File: config.mk
export PLATFORM = sky130hd
export DESIGN_NAME = stall_ctrl
export DESIGN_NICKNAME = d
export VERILOG_FILES = /design/src/rtl/stall_ctrl.sv
export SDC_FILE = /design/constraint.sdc
export NUM_CORES = 1
export LEC_CHECK = 0
export BUFFER_PORTS_ARGS = -buffer_cell sky130_fd_sc_hd__buf_4
export CAP_MARGIN = 20
export CORE_ASPECT_RATIO = 1.2
export CORE_MARGIN = 2
export CORE_UTILIZATION = 35
export DETAILED_ROUTE_END_ITERATION = 6
export PLACE_DENSITY = 0.91
export REMOVE_ABC_BUFFERS = 1
export SKIP_LAST_GASP = 1
export SYNTH_ARGS = -nofsm -noshare
export SYNTH_HDL_FRONTEND = slang
export SYNTH_SLANG_ARGS = --single-unit
File: constraint.sdc
create_clock -name clk -period 2 [get_ports clk]
set_input_delay 0.1 -clock clk [delete_from_list [all_inputs] [get_ports clk]]
set_output_delay 0.1 -clock clk [all_outputs]
set_load 0.01 [all_outputs]
File: src/rtl/stall_ctrl.sv
// Hazard/stall controller for the five-stage MIPS core: decides D-stage stalls that forwarding
// cannot cover and sequences the multiply/divide unit's busy window.
module stall_ctrl #(
    parameter int unsigned MULT_CYCLES = 5,
    parameter int unsigned DIV_CYCLES  = 10
) (
    input  logic        clk,
    input  logic        reset,
    input  logic [31:0] IR_D,
    input  logic [31:0] IR_E,
    input  logic [4:0]  A3_E,
    input  logic [4:0]  A3_M,
    input  logic [1:0]  Res_E,
    input  logic [1:0]  Res_M,
    output logic        Stall,
    output logic        MD_start,
    output logic [1:0]  MD_op,
    output logic        MD_busy
);

    localparam logic [3:0] MULT_LD = 4'(MULT_CYCLES);
    localparam logic [3:0] DIV_LD  = 4'(DIV_CYCLES);

    logic [5:0] op_d, fn_d, op_e, fn_e;
    logic [4:0] rs_d, rt_d;
    logic       r_d;
    logic       is_addu, is_subu, is_sll, is_jr, is_mfhi, is_mthi, is_mflo, is_mtlo;
    logic       is_mdarith, is_beq, is_bne, is_ori, is_lui, is_lw, is_sw;
    logic       rs_use, rt_use;
    logic [1:0] rs_tuse, rt_tuse;
    logic       e_valid;
    logic [1:0] tnew_e, tnew_m;
    logic       data_stall, md_stall, hilo_d;
    logic [3:0] cnt_q, cnt_d;

    // A field stalls only if its producer is too late for the consumer; everything else forwards.
    function automatic logic field_hazard(
        input logic [4:0] f, input logic use_f, input logic [1:0] tuse,
        input logic [4:0] a3e, input logic ev, input logic [1:0] tne,
        input logic [4:0] a3m, input logic [1:0] tnm
    );
        return use_f && (f != 5'd0) &&
               (((f == a3e) && ev && (tuse < tne)) || ((f == a3m) && (tuse < tnm)));
    endfunction

    always_comb begin
        op_d = IR_D[31:26];
        fn_d = IR_D[5:0];
        rs_d = IR_D[25:21];
        rt_d = IR_D[20:16];
        op_e = IR_E[31:26];
        fn_e = IR_E[5:0];
        r_d  = (op_d == 6'h00);

        is_addu    = r_d && (fn_d == 6'h21);
        is_subu    = r_d && (fn_d == 6'h23);
        is_sll     = r_d && (fn_d == 6'h00);
        is_jr      = r_d && (fn_d == 6'h08);
        is_mfhi    = r_d && (fn_d == 6'h10);
        is_mthi    = r_d && (fn_d == 6'h11);
        is_mflo    = r_d && (fn_d == 6'h12);
        is_mtlo    = r_d && (fn_d == 6'h13);
        is_mdarith = r_d && (fn_d[5:2] == 4'b0110);
        is_beq     = (op_d == 6'h04);
        is_bne     = (op_d == 6'h05);
        is_ori     = (op_d == 6'h0D);
        is_lui     = (op_d == 6'h0F);
        is_lw      = (op_d == 6'h23);
        is_sw      = (op_d == 6'h2B);

        rs_use  = is_beq || is_bne || is_jr || is_addu || is_subu || is_ori || is_lui ||
                  is_lw || is_sw || is_mdarith || is_mthi || is_mtlo;
        rs_tuse = (is_beq || is_bne || is_jr) ? 2'd0 : 2'd1;
        rt_use  = is_beq || is_bne || is_addu || is_subu || is_sll || is_mdarith || is_sw;
        rt_tuse = (is_beq || is_bne) ? 2'd0 : (is_sw ? 2'd2 : 2'd1);

        e_valid = (Res_E != 2'b00);
        tnew_e  = 2'd0;
        case (Res_E)
            2'b01:   tnew_e = 2'd1;
            2'b10:   tnew_e = 2'd2;
            default: tnew_e = 2'd0;
        endcase
        tnew_m = (Res_M == 2'b10) ? 2'd1 : 2'd0;

        data_stall = field_hazard(rs_d, rs_use, rs_tuse, A3_E, e_valid, tnew_e, A3_M, tnew_m) ||
                     field_hazard(rt_d, rt_use, rt_tuse, A3_E, e_valid, tnew_e, A3_M, tnew_m);

        MD_start = (op_e == 6'h00) && (fn_e[5:2] == 4'b0110);
        MD_op    = fn_e[1:0];
        MD_busy  = (cnt_q != 4'd0);

        hilo_d   = is_mdarith || is_mfhi || is_mflo || is_mthi || is_mtlo;
        md_stall = hilo_d && (MD_start || MD_busy);
        Stall    = data_stall || md_stall;
    end

    // A new start reloads even if a previous operation is still counting down.
    always_comb begin
        cnt_d = cnt_q;
        if (MD_start) begin
            cnt_d = MD_op[1] ? DIV_LD : MULT_LD;
        end else if (cnt_q != 4'd0) begin
            cnt_d = cnt_q - 4'd1;
        end
    end

    always_ff @(posedge clk or negedge reset) begin
        if (!reset) begin
            cnt_q <= 4'd0;
        end else begin
            cnt_q <= cnt_d;
        end
    end

endmodule

# == Word-level counts from Yosys, hierarchy flattened ==
# Cells that the tools add are included.
# word_totals
reg_bits,4
in_bits,80
output_inout_bits,5
word_cells,90
# classes
addsub,1
n_lt_le_gt_ge,4
n_eq_ne,22
muxes,8
n_reduce_logical,54
# op_table
cell,n
logical OR 1 bit,25
"equality test 6 x 5 -> 1 bit, second input constant",4
"equality test 6 bit, second input constant",4
logical AND 1 bit,21
equality test 5 bit,4
"equality test 6 x 4 -> 1 bit, second input constant",3
zero test 6 bit,3
"equality test 6 x 3 -> 1 bit, second input constant",2
two-way mux 4 bit,3
nonzero test 5 bit,2
"equality test 4 x 3 -> 1 bit, second input constant",2
"equality test 2 bit, second input constant",2
two-way mux 2 bit,2
case mux 2 bit (2 select lines),1
nonzero test 2 bit,2
nonzero test 4 bit,1
"subtractor 4 x 1 -> 4 bit, second input constant",1
"equality test 2 x 1 -> 1 bit, second input constant",1
less-than comparator 1 x 2 -> 1 bit,1
less-than comparator 2 x 1 -> 1 bit,1
less-than comparator 2 bit,1
two-way mux 1 bit,2
less-than comparator 1 bit,1

# == Longest topological paths before layout ==
# Gate-level depths: netlist (run 1).
# depth
ltp_word,16
ltp_mapped,7
depth_no_buf,7

# == Worst setup path before layout (run 1) ==
# No wires, ideal clock.
# synth_timing
path_kind,register -> output
start,register cnt_q[0]
end,output port Stall
arrival_time_ns,1.637
required_time_ns,1.900
setup_slack_ns,0.263
path_stages_with_launch,7
n_path_buf,1
cell_sequence,dfrtp_1 > inv_1 > ha_1 > or3b_1 > clkbuf_1 > o2111a_1 > a211o_1
# synth_via
elab_chain_cells,4
# synth_lines
element,line,text
"start, declared",34,"logic [3:0] cnt_q, cnt_d;"
"start signal, assigned",112,cnt_q <= cnt_d;
nonzero test 4 bit,91,MD_busy = (cnt_q != 4'd0);
net MD_busy,18,output logic MD_busy
logical OR 1 bit,94,md_stall = hilo_d && (MD_start || MD_busy);
logical AND 1 bit,94,
logical OR 1 bit,95,Stall = data_stall || md_stall;
"end, declared",15,"output logic Stall,"
# The timed path passes the listed nets, and every way through them passes these cells.

# == Final worst setup path (run 1) ==
# layout_timing
start,register cnt_q[1]
end,output port Stall
# layout_via
elab_chain_cells,4
# layout_lines
element,line
nonzero test 4 bit,91
logical OR 1 bit,94
logical AND 1 bit,94
logical OR 1 bit,95
# Every way passes these cells.

==> results of run 1 <==
logic make-up (layout without fill, tap and decap cells):
family | count (synthesis) | count (layout) | synth area share (%)
compound gates | 17 | 17 | 14.4
xor+xnor | 24 | 24 | 25.9
fa+ha+maj | 3 | 3 | 4.63
buf+inv | 9 | 65 | 5.09
flops | 4 | 4 | 12.3
simple gates | 47 | 47 | 37.7
cell usage after synthesis, drive strengths merged (3+ instances only):
cell    count  area (um^2)
nand4b      3         26.3
nor4        4         31.3
xor2       14          123
nand2       5         18.8
nand3b      4         30.0
ha          3         37.5
inv         6         22.5
dfrtp       4          100
or4         4         33.8
a21oi       5         25.0
nor3        6         30.0
xnor2      10         87.6
o21ai       3         15.0
nor2        6         22.5
critical path: cells and delay by family (launching register included):
kind	cells	cell delay, ps
compound gates	2	490
fa+ha+maj	1	120
buf+inv	2	210
flops	1	400
simple gates	1	370
layout make-up:
cell class	count	share of cell area, %
Tap cell	31	3.00
Clock buffer	3	1.74
Inverter	6	1.74
Timing Repair Buffer	56	32.9
Sequential cell	4	7.73
Multi-Input combinational cell	91	52.9
per-layer routing:
layer	up-vias	track usage (%)	part of all wire, %
met3	6	5.47	11
met2	49	36.4	56
met5	-	0	0
li1	496	-	-
met4	0	8.49	1.9
met1	456	17.1	31
worst min-delay path by stage:
stage / from / endpoint / slack (ps) / cells after the start
after floorplan: reset / cnt_q[0] / -200 / 0
after detailed placement: reset / cnt_q[2] / -100 / 1
final: IR_E[1] / cnt_q[2] / 110 / 2
after global routing: IR_E[1] / cnt_q[2] / 110 / 2
after global placement: reset / cnt_q[2] / -100 / 1
after CTS: IR_E[1] / cnt_q[2] / 110 / 2
what timing repair did:
item / 4_1_cts / 5_1_grt
setup endpoints to repair: 1 / 1
hold endpoints to repair: 4 / 0
hold buffers: 1 / 0
buffers inserted: 1 / 1
pin swaps: 0 / 2
gates resized for setup: 1 / 5
power by group:
part           internal, mW  switching, mW
clock                0.0671         0.0331
sequential            0.127         0.0349
combinational         0.257          0.202
through the flow:
step | utilization [%] | area [um^2] | hold slack [ps] | setup WS [ps]
detailed placement | 55.0 | 1230 | -104 | 234
global route | 58.0 | 1290 | 112 | -3.17
finish | 58.0 | 1290 | 113 | 63.9
floorplan | - | 792 | -196 | 299
global placement | 55.0 | 1230 | -105 | 280
CTS | 56.9 | 1270 | 111 | 6.30
==> metrics.md, run 1 <==
| Metric | Value |
|---|---|
| # port buffers | `52` |
| Final Max Slew Viols | `0` |
| Synth unique cells | `36` |
| Top FF cell, synth | `dfrtp_1` |
| CTS tree | `yes` |
| Worst reg-to-reg path cell count | `7` |
| Final HPWL DP | `roughly 2100 um` |
| Worst EP required | `roughly 1900 ps` |
| Num CTS Buffers | `3` |
| Final Critical Period | `1940 ps` |
| Post-Synthesis Cells | `between 100 and 150` |
| Outcome | `complete, no violations` |
| Fraction of layout cells with a size suffix above 1 | `about 41%` |
| Global route overflow | `0` |
| Mapped Area | `approximately 810 um^2` |
| DRC | `0` |
| Crit path to | `Stall` |
| Initial DRC count | `12` |
| FFs w/ async S/R, synth | `100%` |
| Worst R2R End | `cnt_q[1]` |
| FF+latch area | `about 100 um^2` |
| Biggest regs | `cnt_q x4` |
| Leakage | `~0.58 nW` |
| Number of global-route vias before repair | `about 1,000` |
| Final nets | `245` |
| Fill count | `approximately 240` |
| Clk_lat worst skew | `240 ps` |
| Crit path largest cell delay | `about 400 ps` |
| Row Count | `19` |
| Reg2reg setup slack | `490 ps` |
| CORE AREA | `between 2000 and 2500 um^2` |
| R2r startpoint | `cnt_q[1]` |
| Largest net degree at the start of global routing | `8` |
| Tcrit/Tclk final | `a little over nine tenths` |
| Initial antenna violation count | `0` |
| Commonest non-fill, non-tap cell in the layout | `buf_4` |
| Syn avg cell area | `roughly 7.8 um^2` |
| Number of synthesized flops with an enable pin | `0` |
| Slowest CP cell | `dfrtp_1` |
| CP startpoint | `cnt_q[1]` |
| Worst-path clk slew | `~40 ps` |
| Critical path endpoint category | `primary output` |
| CP Cell Sequence | `inv_2 -> ha_4 -> or3b_4 -> o2111a_1 -> a211o_1 -> buf_6` |
| Die X | `between 40 and 50 um` |
| Startpoint types | `register` |
| Inserted Diodes | `0` |
| DRT Pass-1 Iters | `4` |
| VDD IR max | `~0.00037 V` |
| Final WL | `2470 um` |
| Initial Util | `36.3%` |
| Flip-flop count of the largest register after layout | `4` |
| Setup TNS | `0 ps` |
| Yosys warning total | `0` |
| GRT Overall Usage | `around a fifth` |
| Fin. Hold Viols | `0` |
| CTS max path bufs | `2` |
| Vias | `a little over 1,000` |
| HP Class | `in -> reg` |
| Max Clock Skew | `approximately 3.2 ps` |
| Sink Count | `4` |
| Placed Cells | `185` |
| Yosys reg bits | `4` |
| Drt wl/cell | `between 10 and 15 um` |
| Final setup viols | `0` |
| Worst EP arrival | `roughly 1800 ps` |
| First-pass GRT wire length | `roughly 3900 um` |
| Setup CP Type | `reg -> out` |
| Multi-input gate area | `between 600 and 700 um^2` |
| Sequential area share after synthesis | `around an eighth` |
| Crit Path Max Fanout | `3` |
| Total power | `between 700 and 800 uW` |
| Final antenna-violating net count | `0` |
| Largest Register | `cnt_q` |
| Max-cap violations | `0` |
| Chip height | `about 57 um` |
| Power per cell area | `557 nW/um^2` |
| GPL Wtd Cong | `between 0.7 and 0.8` |
| Final Non-Filler Cells | `approximately 190` |
| Io pins | `85` |
| DR vias/cell | `5.27` |
| H-tree depth | `1` |
| Slew @ Worst Pin | `a little over 300 ps` |
| Worst rel slew slack | `79.5%` |
| Synth-to-layout area growth | `59.7%` |
| Max Fclk | `just over 500 MHz` |
| CTS root buf | `clkbuf_4` |
| Most frequent cells in the layout | `54 x buf_4, 14 x xor2_1, 10 x xnor2_1` |
| Die area | `roughly 2700 um^2` |
Power figures use the tool's default switching activity.
==> run 2, diff against run 1 <==
--- a/config.mk
+++ b/config.mk
@@ -11,7 +11,7 @@
 export CORE_MARGIN = 2
 export CORE_UTILIZATION = 35
 export DETAILED_ROUTE_END_ITERATION = 6
-export PLACE_DENSITY = 0.91
+export PLACE_DENSITY = 0.86
 export REMOVE_ABC_BUFFERS = 1
 export SKIP_LAST_GASP = 1
 export SYNTH_ARGS = -nofsm -noshare
==> metrics.md, run 2 (synthesis results as in run 1) <==
| Metric | Value |
|---|---|
| Critical path endpoint category | `primary output` |
| DP Area | `1230 um^2` |
| Outcome | `complete, no violations` |
| Flip-flop count of the largest register after layout | `4` |
| Final HPWL DP | `2110 um` |
| Initial DRC count | `11` |
| DRT Pass-1 Iters | `4` |
| DR vias/cell | `5.16` |
| Leakage | `~0.59 nW` |
| Worst rel slew slack | `about four fifths` |
| DRC | `0` |
| GPL Wtd Cong | `0.787` |
| VDD IR max | `0.000445 V` |
| Grt met1 use | `18.0%` |
| GRT busiest layer | `met2` |
| Biggest regs | `cnt_q x4` |
| H-tree depth | `1` |
| Final Max Slew Viols | `0` |
| Tcrit/Tclk final | `96.5%` |
| Fraction of layout cells with a size suffix above 1 | `between 40% and 50%` |
| CP startpoint | `cnt_q[1]` |
| Max Clock Skew | `2.95 ps` |
| Chip height | `~57 um` |
| Die area | `between 2000 and 3000 um^2` |
| RSZ-0062 raised after global routing | `false` |
| Largest Register | `cnt_q` |
| Final WL | `between 2000 and 2500 um` |
| Number of global-route vias before repair | `roughly 990` |
| Row Count | `19` |
| GRT Overall Usage | `18.8%` |
| Die X | `approximately 48 um` |
| Initial Util | `36.3%` |
| Initial antenna violation count | `0` |
| Max Fclk | `518 MHz` |
| Inserted Diodes | `0` |
| Fill count | `roughly 230` |
| Sink Count | `4` |
| Final setup viols | `0` |
| Final worst slack | `70.4 ps` |
| Setup TNS | `0 ps` |
| Fin. Hold Viols | `0` |
| Global route overflow | `0` |
| CTS root buf | `clkbuf_4` |
| Worst-path clk slew | `approximately 30 ps` |
| Power per cell area | `about 530 nW/um^2` |
| R2r startpoint | `cnt_q[1]` |
| GRT met2 Usage | `between 30% and 40%` |
| Synth-to-layout area growth | `59.4%` |
| Final antenna-violating net count | `0` |
| Clk_lat worst skew | `~220 ps` |
| Worst reg-to-reg path cell count | `7` |
| Hold path start | `IR_E[1]` |
| Drt wl/cell | `~12 um` |
| CTS tree | `yes` |
| Commonest non-fill, non-tap cell in the layout | `buf_4` |
| # port buffers | `52` |
| Startpoint types | `register` |
| Vias | `between 900 and 1,000` |
| Max-cap violations | `0` |
| CTS max path bufs | `2` |
| First-pass GRT wire length | `3840 um` |
| Setup CP Type | `reg -> out` |
| Slew @ Worst Pin | `315 ps` |
| Final Critical Period | `approximately 1900 ps` |
| HP Class | `in -> reg` |
| Hold WS | `roughly 120 ps` |
| Worst EP required | `1900 ps` |
| M3 GR Usage | `3.54%` |
| Pre-CTS WS | `~260 ps` |
| Final nets | `roughly 250` |
| Fin area | `~1300 um^2` |
| Io pins | `between 80 and 90` |
| WHS Path Cells | `2` |
| Worst EP arrival | `around 1800 ps` |
| Largest net degree at the start of global routing | `8` |
| Crit Path Max Fanout | `3` |
| Most frequent cells in the layout | `55 x buf_4, 14 x xor2_1, 10 x xnor2_1` |
| CORE AREA | `about 2200 um^2` |
| Num CTS Buffers | `3` |
run 2: path summary, 6_finish.rpt:
path,endpoint,slack (ps)
worst max-delay path,Stall,70
worst min-delay path,cnt_q[2],120
worst max register to register,cnt_q[1],450
worst min register to register,cnt_q[3],590
max in group asynchronous,cnt_q[2],1690
min in group asynchronous,cnt_q[3],210
run 2: worst max-delay path, stage by stage (launching register included):
cell and delay (ps):
dfrtp_1 400, inv_2 70, ha_2 150, or3b_4 370, o2111a_1 250, a211o_1 240
buf_6 120
run 2: final cells by class:
| cell class | instances | area, um^2 | share of cell area, % |
|---|---|---|---|
| clock buffers | 3 | 22.5 | 1.74 |
| well taps | 31 | 38.8 | 3.00 |
| flip-flops and latches | 4 | 100 | 7.74 |
| inverters | 6 | 22.5 | 1.74 |
| repair buffers | 57 | 434 | 33.6 |
| multi-input cells | 91 | 674 | 52.2 |
run 2: what timing repair did:
item,CTS,global route
endpoints found under the hold margin,4,0
endpoints found under the setup margin,0,1
resized for setup,0,5
hold buffers,1,0
buffers inserted,0,3
run 2: layer usage:
| metal | routed length [um] | up-vias |
|---|---|---|
| met5 | 0 | - |
| met3 | 251 | 2 |
| met2 | 1320 | 48 |
| li1 | - | 502 |
| met1 | 752 | 439 |
| met4 | 8 | 0 |
run 2: metrics by stage:
step	std cells	power [mW]	util (%)
CTS	189	0.642	56.4
detailed placement	185	0.542	55.0
global placement	185	0.518	55.0
finish	192	0.691	57.8
floorplan	101	0.364	-
global route	192	0.760	57.8
run 2: power by group:
group | total, mW | internal, mW | switching [mW]
clock | 0.0923 | 0.0666 | 0.0257
sequential | 0.166 | 0.127 | 0.0393
combinational | 0.433 | 0.253 | 0.180
==> run 3, diff against run 2 <==
--- a/config.mk
+++ b/config.mk
@@ -8,7 +8,6 @@
 export BUFFER_PORTS_ARGS = -buffer_cell sky130_fd_sc_hd__buf_4
 export CAP_MARGIN = 20
 export CORE_ASPECT_RATIO = 1.2
-export CORE_MARGIN = 2
 export CORE_UTILIZATION = 35
 export DETAILED_ROUTE_END_ITERATION = 6
 export PLACE_DENSITY = 0.86
==> metrics.md, run 3 (synthesis results as in run 1) <==
| Metric | Value |
|---|---|
| CTS max path bufs | `2` |
| Critical path endpoint category | `primary output` |
| Hold path start | `IR_E[1]` |
| Leakage | `0.587 nW` |
| Total power | `740 uW` |
| DRC | `0` |
| VDD IR max | `0.000443 V` |
| Final Critical Period | `roughly 1900 ps` |
| Crit Path Max Fanout | `2` |
| Worst EP required | `between 1500 and 2000 ps` |
| Hold WS | `roughly 97 ps` |
| Vias | `about 1,000` |
| Slew @ Worst Pin | `356 ps` |
| Final worst slack | `around 77 ps` |
| Chip height | `54.7 um` |
| Max-cap violations | `0` |
| CTS tree | `yes` |
| Largest Register | `cnt_q` |
| Num CTS Buffers | `3` |
| Setup CP Type | `reg -> out` |
| Final nets | `246` |
| Max Fclk | `roughly 520 MHz` |
| Tcrit/Tclk final | `96.1%` |
| HP Class | `in -> reg` |
| Die area | `around 2500 um^2` |
| Drt wl/cell | `around 13 um` |
| Final Max Slew Viols | `0` |
| Final Non-Filler Cells | `about 190` |
| Worst rel slew slack | `between 70% and 80%` |
| Power per cell area | `around 570 nW/um^2` |
| Max Clock Skew | `around 6.5 ps` |
| Worst-path clk slew | `approximately 40 ps` |
| Worst R2R End | `cnt_q[0]` |
| Worst reg-to-reg path cell count | `7` |
| Fill count | `202` |
| Row Count | `18` |
| Final antenna-violating net count | `0` |
| Final WL | `about 2500 um` |
| Outcome | `complete, no violations` |
| H-tree depth | `1` |
| Pre-CTS WS | `between 200 and 250 ps` |
| # port buffers | `52` |
| Io pins | `between 80 and 90` |
| CTS root buf | `clkbuf_4` |
| Sink Count | `4` |
| Initial DRC count | `9` |
| Fin util | `about three fifths` |
| Synth-to-layout area growth | `60.5%` |
| Clk_lat worst skew | `240 ps` |
| Fin. Hold Viols | `0` |
| WHS Path Cells | `2` |
| Worst EP arrival | `approximately 1800 ps` |
| GPL Wtd Cong | `0.736` |
| Inserted Diodes | `0` |
| Die X | `45.9 um` |
| DR vias/cell | `about 5.2` |
| Worst Hold End | `cnt_q[2]` |
| DP Area | `between 1000 and 1500 um^2` |
| Startpoint types | `register` |
| R2r startpoint | `cnt_q[1]` |
| Placed Cells | `roughly 180` |
| Initial Util | `38.3%` |
| Largest net degree at the start of global routing | `8` |
| Fin area | `between 1000 and 1500 um^2` |
| GRT Overall Usage | `approximately 18%` |
| Final setup viols | `0` |
| RSZ-0062 raised after global routing | `false` |
| Global route overflow | `0` |
| Flip-flop count of the largest register after layout | `4` |
| Commonest non-fill, non-tap cell in the layout | `buf_4` |
| Reg2reg setup slack | `~380 ps` |
| First-pass GRT wire length | `roughly 3400 um` |
| Setup TNS | `0 ps` |
| Fraction of layout cells with a size suffix above 1 | `between 40% and 50%` |
| DRT Pass-1 Iters | `4` |
| Initial antenna violation count | `0` |
| Final HPWL DP | `2010 um` |
| Most frequent cells in the layout | `55 x buf_4, 14 x xor2_1, 10 x xnor2_1` |
| Number of global-route vias before repair | `around 900` |
| CORE AREA | `2120 um^2` |
| Biggest regs | `cnt_q x4` |
==> run 3: worst max-delay path, cell delays in order, from the launching register on <==
cell,delay (ps)
dfrtp_1,390
inv_2,80
ha_4,120
or3b_4,380
o2111a_1,260
a211o_1,230
buf_6,120
==> run 3: area by class of cell <==
class | instances | area [um^2] | area share (%)
Clock buffer | 3 | 22.5 | 1.73
Inverter | 6 | 22.5 | 1.73
Multi-Input combinational cell | 91 | 684 | 52.6
Sequential cell | 4 | 100 | 7.69
Tap cell | 30 | 37.5 | 2.88
Timing Repair Buffer | 57 | 434 | 33.4
==> run 3: worst max-delay path by stage <==
stage / from / endpoint / slack (ps) / cells after the start
floorplan: cnt_q[0] / Stall / 300 / 5
CTS: cnt_q[0] / Stall / 10 / 6
finish: cnt_q[1] / Stall / 80 / 6
global placement: cnt_q[0] / Stall / 280 / 6
detailed placement: cnt_q[0] / Stall / 210 / 6
global route: cnt_q[0] / Stall / 30 / 6
==> run 3: per-layer routing <==
metal / track usage (%) / share of wire (%)
met1: 16.2 / 34
met2: 40.4 / 56
met3: 2.31 / 9.3
met4: 5.88 / 0.98
met5: 0 / 0
==> run 3: power breakdown <==
| group | internal (mW) | switching (mW) |
|---|---|---|
| Clock | 0.0674 | 0.0376 |
| Sequential | 0.127 | 0.0340 |
| Combinational | 0.265 | 0.209 |
| Total | 0.459 | 0.281 |
==> run 3: what timing repair did <==
action                                  in CTS  in global routing
hold buffers                                 1                  0
pin swaps                                    0                  2
setup buffers                                2                  1
endpoints found under the setup margin       1                  1
endpoints found under the hold margin        4                  0
resized for setup                            1                  5
